--- config.mk ---
export PLATFORM = sky130hd
export DESIGN_NAME = memory_bank_ctrl
export DESIGN_NICKNAME = d
export VERILOG_FILES = /design/src/rtl/memory_bank_ctrl.sv
export SDC_FILE = /design/constraint.sdc
export NUM_CORES = 1
export LEC_CHECK = 0
export ABC_CLOCK_PERIOD_IN_PS = 3500
export BUFFER_PORTS_ARGS = -buffer_cell sky130_fd_sc_hd__buf_4
export CORE_UTILIZATION = 55
export DETAILED_ROUTE_END_ITERATION = 10
export PLACE_DENSITY_LB_ADDON = 0.08
export SETUP_SLACK_MARGIN = 0.4
export SLEW_MARGIN = 20
export SYNTH_ARGS = -nofsm -noshare
export SYNTH_HDL_FRONTEND = slang
export SYNTH_SLANG_ARGS = --single-unit
--- constraint.sdc ---
create_clock -name CLK -period 3.5 [get_ports CLK]
set_clock_uncertainty 0.15 [all_clocks]
set_input_delay 0 -clock CLK [delete_from_list [all_inputs] [get_ports CLK]]
set_output_delay 0 -clock CLK [all_outputs]
set_load 0.02 [all_outputs]
--- src/rtl/memory_bank_ctrl.sv ---
// memory_bank_ctrl
//   Line-transfer sequencer between the cache controller and memory_bank
//   (8 byte-wide banks, 8-byte lines). A single accepted request becomes a
//   timed memory_bank command sequence:
//     read  : one burst read (EN pulse), one wait cycle, then a SELECT sweep
//             0..7 whose DO bytes are streamed out on RD_DATA/RD_IDX.
//     write : eight single-byte writes; each byte gets an EN cycle followed
//             by a HOLD cycle with WE/ADDR/DI unchanged, because memory_bank
//             registers its bank enable and writes one cycle after EN.
//
// Ports
//   CLK, RST_N          clock (posedge), asynchronous active-low reset
//   REQ, REQ_WE,        request handshake; REQ held until ACK, REQ_WE and
//   REQ_ADDR            REQ_ADDR sampled at the accept edge
//   ACK, BUSY, DONE     accept pulse, not-idle flag, completion pulse
//   WR_READY, WR_DATA   write byte sampled at the end of a WR_READY cycle
//   RD_VALID, RD_DATA,  streamed read byte and its index within the line
//   RD_IDX
//   MB_EN, MB_WE,       memory_bank command outputs
//   MB_ADDR, MB_DI,
//   MB_SELECT
//   MB_DO               memory_bank DO_BUF (selected by MB_SELECT)
//
// Every output is a flop; the combinational block computes next-cycle
// values from the next state, so outputs line up with the state they
// belong to without any combinational path to the ports.
module memory_bank_ctrl #(
    parameter int ADDR_W   = 14,
    parameter int DATA_W   = 8,
    parameter int OFFSET_W = 3
) (
    input  logic                CLK,
    input  logic                RST_N,
    input  logic                REQ,
    input  logic                REQ_WE,
    input  logic [ADDR_W-1:0]   REQ_ADDR,
    output logic                ACK,
    output logic                BUSY,
    output logic                DONE,
    output logic                WR_READY,
    input  logic [DATA_W-1:0]   WR_DATA,
    output logic                RD_VALID,
    output logic [DATA_W-1:0]   RD_DATA,
    output logic [OFFSET_W-1:0] RD_IDX,
    output logic                MB_EN,
    output logic                MB_WE,
    output logic [ADDR_W-1:0]   MB_ADDR,
    output logic [DATA_W-1:0]   MB_DI,
    output logic [OFFSET_W-1:0] MB_SELECT,
    input  logic [DATA_W-1:0]   MB_DO
);

    localparam int LINE_W = ADDR_W - OFFSET_W;
    localparam logic [OFFSET_W-1:0] LAST_IDX = '1;

    typedef enum logic [3:0] {
        S_IDLE,
        S_RD_ISSUE,   // burst read EN pulse
        S_RD_WAIT,    // bank enables registered, RAM reads at end of cycle
        S_RD_STREAM,  // SELECT = cnt, DO captured at end of cycle
        S_RD_DONE,
        S_WR_FETCH,   // first write byte captured into MB_DI
        S_WR_EN,      // EN pulse for byte cnt
        S_WR_HOLD,    // RAM writes byte cnt at end of cycle
        S_WR_DONE
    } state_t;

    state_t              state_q, state_n;
    logic [OFFSET_W-1:0] cnt_q, cnt_n;
    logic [LINE_W-1:0]   line_q, line_n;

    logic                ack_n, busy_n, done_n, wr_ready_n, rd_valid_n;
    logic                mb_en_n, mb_we_n;
    logic [DATA_W-1:0]   rd_data_n, mb_di_n;
    logic [OFFSET_W-1:0] rd_idx_n, mb_select_n;
    logic [ADDR_W-1:0]   mb_addr_n;

    always_ff @(posedge CLK or negedge RST_N) begin
        if (!RST_N) begin
            state_q   <= S_IDLE;
            cnt_q     <= '0;
            line_q    <= '0;
            ACK       <= 1'b0;
            BUSY      <= 1'b0;
            DONE      <= 1'b0;
            WR_READY  <= 1'b0;
            RD_VALID  <= 1'b0;
            RD_DATA   <= '0;
            RD_IDX    <= '0;
            MB_EN     <= 1'b0;
            MB_WE     <= 1'b0;
            MB_ADDR   <= '0;
            MB_DI     <= '0;
            MB_SELECT <= '0;
        end else begin
            state_q   <= state_n;
            cnt_q     <= cnt_n;
            line_q    <= line_n;
            ACK       <= ack_n;
            BUSY      <= busy_n;
            DONE      <= done_n;
            WR_READY  <= wr_ready_n;
            RD_VALID  <= rd_valid_n;
            RD_DATA   <= rd_data_n;
            RD_IDX    <= rd_idx_n;
            MB_EN     <= mb_en_n;
            MB_WE     <= mb_we_n;
            MB_ADDR   <= mb_addr_n;
            MB_DI     <= mb_di_n;
            MB_SELECT <= mb_select_n;
        end
    end

    always_comb begin
        state_n    = state_q;
        cnt_n      = cnt_q;
        line_n     = line_q;
        mb_addr_n  = MB_ADDR;
        mb_di_n    = MB_DI;
        rd_data_n  = RD_DATA;
        rd_idx_n   = RD_IDX;
        rd_valid_n = 1'b0;

        case (state_q)
            S_IDLE: begin
                if (REQ) begin
                    line_n    = REQ_ADDR[ADDR_W-1:OFFSET_W];
                    cnt_n     = '0;
                    mb_addr_n = {REQ_ADDR[ADDR_W-1:OFFSET_W], {OFFSET_W{1'b0}}};
                    state_n   = REQ_WE ? S_WR_FETCH : S_RD_ISSUE;
                end
            end
            S_RD_ISSUE: state_n = S_RD_WAIT;
            S_RD_WAIT: begin
                cnt_n   = '0;
                state_n = S_RD_STREAM;
            end
            S_RD_STREAM: begin
                // DO for SELECT=cnt is valid now; it leaves one cycle later
                rd_valid_n = 1'b1;
                rd_data_n  = MB_DO;
                rd_idx_n   = cnt_q;
                if (cnt_q == LAST_IDX) begin
                    state_n = S_RD_DONE;
                end else begin
                    cnt_n = cnt_q + OFFSET_W'(1);
                end
            end
            S_RD_DONE: state_n = S_IDLE;
            S_WR_FETCH: begin
                cnt_n   = '0;
                state_n = S_WR_EN;
            end
            S_WR_EN: state_n = S_WR_HOLD;
            S_WR_HOLD: begin
                if (cnt_q == LAST_IDX) begin
                    state_n = S_WR_DONE;
                end else begin
                    cnt_n     = cnt_q + OFFSET_W'(1);
                    mb_addr_n = {line_q, cnt_n};
                    state_n   = S_WR_EN;
                end
            end
            S_WR_DONE: state_n = S_IDLE;
            default:   state_n = S_IDLE;
        endcase

        // Write byte is taken at the end of every WR_READY cycle, so it is
        // already on MB_DI when the following EN cycle begins.
        if (WR_READY) begin
            mb_di_n = WR_DATA;
        end

        ack_n       = (state_n == S_RD_ISSUE) || (state_n == S_WR_FETCH);
        busy_n      = (state_n != S_IDLE);
        done_n      = (state_n == S_RD_DONE) || (state_n == S_WR_DONE);
        mb_en_n     = (state_n == S_RD_ISSUE) || (state_n == S_WR_EN);
        mb_we_n     = (state_n == S_WR_EN) || (state_n == S_WR_HOLD);
        mb_select_n = (state_n == S_RD_STREAM) ? cnt_n : '0;
        wr_ready_n  = (state_n == S_WR_FETCH) ||
                      ((state_n == S_WR_HOLD) && (cnt_n != LAST_IDX));
    end

endmodule

==> flow_summary.toml <==
[final_layout]
instances_no_fill = 393
final_area_um2 = 3650
finalNetCount = 374
area_growth_syn_to_layout_pct = 37.3
final-seq-area_um2 = 1530
multiInputGateArea_um2 = 1010
drive_above_1_share_pct = 36.7
final_common_cell = "buf_4"
final_cell_mix = "73 x buf_4, 62 x nand2_1, 61 x dfrtp_1"
antenna_cells = 0
nFillCells = 261

[logic_synthesis]
synth_cell_type_count = 37
syn_avg_cell_area_um2 = 11.3
synth_seq_cells = 61
yosysWarnings = 0
synth_nets = 273
seq_area_frac_synth_pct = 57.4
syn_area_um2 = 2660
netlist_instances = 235

[route]
drc = 0
drt_wl_total_mm = 5.96
via_per_inst = 5.28
via_count = 2076
ant_nets = 0
wl_per_cell_um = 15.2
dr.pass1.iters = 4
dr.first_iter.drc_count = 135

[timing]
fmax_ghz = 0.430
hold_viol = 0
rsz0062_at_grt = "no"
tns_ns = 0
setup_viol = 0
fin_crit_sh_pct = 66.5
relSlewSlack_pct = 34.8
min_period_ns = 2.33
drv_slew = 0
worstMarginPinSlew_ns = 0.973

[clock_tree]
cts_buffers = 9
clk_path_buf_depth = 2
cts_tree = "built"
cts-root-buf = "clkbuf_8"
clk_latency_ns = 0.34
post_cts_buffers = 0
htreeDepth = 3
cts.reportedPaths.clkPinSlew_ns = 0.07
cts.sinks = 61
hold_buffers = 29
ctsResizeCount = 0

[worst_setup_path]
critPathMaxFanout = 27
reg2reg_to = "MB_ADDR[0]"
crit_chain = "nand4b_4 > o21ai_4 > mux2_2"
ff2ff_path_depth = 3
start_kind = "register"
criticalPathCategory = "reg2reg"
critPathRequiredTime_ns = 3.58
slowest_delay_ns = 0.66
worst-path-buf-inv = 0
critPathSlowestCell = "dfrtp_1"
critPathCaptureType = "register"
cp_top_family = "flip-flops"
r2r-start = "state_q[2]"
crit_arrival_ns = 2.40
rrSetupSlack_ns = 1.17

[power]
peakVddDrop_v = 0.000495
cellLeakagePower_nw = 1.77
p_per_area_nw_per_um2 = 947

[place]
dp_cells = 348
dp_hpwl_mm = 3.50
gp_congestion = 0.814
post_dp_cell_area_um2 = 3180
portBuffers = 73

[global_route]
grt_pass1_vias = 2056
antenna_found_initial = 0
grt_max_degree = 62
grt_first_pass_wirelength_mm = 9.87
grt.total_usage_pct = 26.1
grt_overflow = 0

[floorplan]
core_um2 = 4500
dieArea_um2 = 5120
io_pins = 77
die_h_um = 71.5
chipWidth_um = 71.5
fp-row-count = 24
initial_utilization_pct = 59.0

[min_path]
whs_endpoint = "state_q[0]"
hold_depth = 4
hold_class = "in2reg"
min_from = "REQ"

[outcome]
outcome = "finished, final reports clean"

[flow_run]
drv_cap = 0
## worst reg2reg max path, cell delays in order, from the launching register on
cell	delay (ns)
dfrtp_1	0.66
nand4b_4	0.34
o21ai_4	0.66
mux2_2	0.41
## routing by layer
layer | GRT usage [%] | wire (µm) | vias to the layer above
li1 | - | - | 984
met1 | 31.1 | 2370 | 992
met2 | 44.3 | 3080 | 85
met3 | 5.91 | 365 | 15
met4 | 14.2 | 146 | 0
met5 | 0 | 0 | -
## power breakdown
group          internal [W]  total [W]  leakage, nW  switching (W)
clock network      0.000292   0.000563       0.0921       0.000271
logic              0.000734    0.00162        0.944       0.000889
registers           0.00103    0.00127        0.732       0.000239
## how the worst max path moves through the flow
stage	slack, ns	to	startpoint	cells after the start
final	1.17	MB_ADDR[0]	state_q[2]	3
after global routing	1.03	MB_ADDR[0]	state_q[2]	3
after CTS	1.18	MB_ADDR[0]	state_q[2]	3
after detailed placement	1.19	MB_ADDR[0]	state_q[2]	3
after global placement	1.21	MB_ADDR[0]	state_q[2]	3
after floorplan	1.65	WR_READY	cnt_q[0]	7
## kinds of logic after synthesis
logic type,count (synthesis),share of synthesized area (%)
fa+ha+maj,4,1.88
compound gates,25,8.99
buf+inv,21,4.61
simple gates,103,18.3
flops,61,57.4
mux,21,8.85
## area by class of cell
| type | count | share of cell area, % |
|---|---|---|
| Clock buffer | 12 | 4.25 |
| Clock inverter | 4 | 0.617 |
| Inverter | 9 | 0.925 |
| Multi-Input combinational cell | 153 | 27.7 |
| Sequential cell | 61 | 41.8 |
| Tap cell | 52 | 1.78 |
| Timing Repair Buffer | 102 | 23.0 |
## synth_stat cells, drive strengths merged
cell	instances	area share (%)
nor2b	1	0.24
nand3b	2	0.56
o21a	1	0.28
buf	10	3.1
ha	4	1.9
o22a	1	0.33
a22oi	1	0.47
a21oi	1	0.19
nand3	8	1.7
mux2i	1	0.38
nor3	3	1.1
o311a	1	0.38
a221oi	1	0.99
nor2	20	2.8
nand2b	2	0.47
nor3b	1	0.71
a21o	2	0.56
and3	1	0.24
o21ai	4	1.2
nand4b	2	1.2
clkbuf	2	0.28
nand2	63	9.2
inv	9	1.3
o32ai	1	0.61
dfrtp	61	57
a31oi	12	4.0
mux2	20	8.5
## state kept, by name, indices dropped and copies added, names as in the netlist
name and count:
RD_VALID 1, cnt_q 3, WR_READY 1, ACK 1, line_q 11, MB_SELECT 3, MB_ADDR 14, MB_WE 1
MB_EN 1, BUSY 1, MB_DI 8, RD_IDX 3, RD_DATA 8, state_q 4, DONE 1
## per-stage QoR
step / hold slack, ns / util [%] / power, W / setup slack, ns
global placement: -0.0336 / 70.7 / 0.00281 / 1.21
finish: 0.0371 / 81.1 / 0.00346 / 1.17
detailed placement: -0.0326 / 70.7 / 0.00286 / 1.19
global route: 0.0814 / 81.1 / 0.00368 / 1.03
floorplan: -0.446 / - / 0.00235 / 1.65
CTS: 0.0268 / 81.1 / 0.00345 / 1.18
No activity file was read; power rests on OpenSTA's default activity.
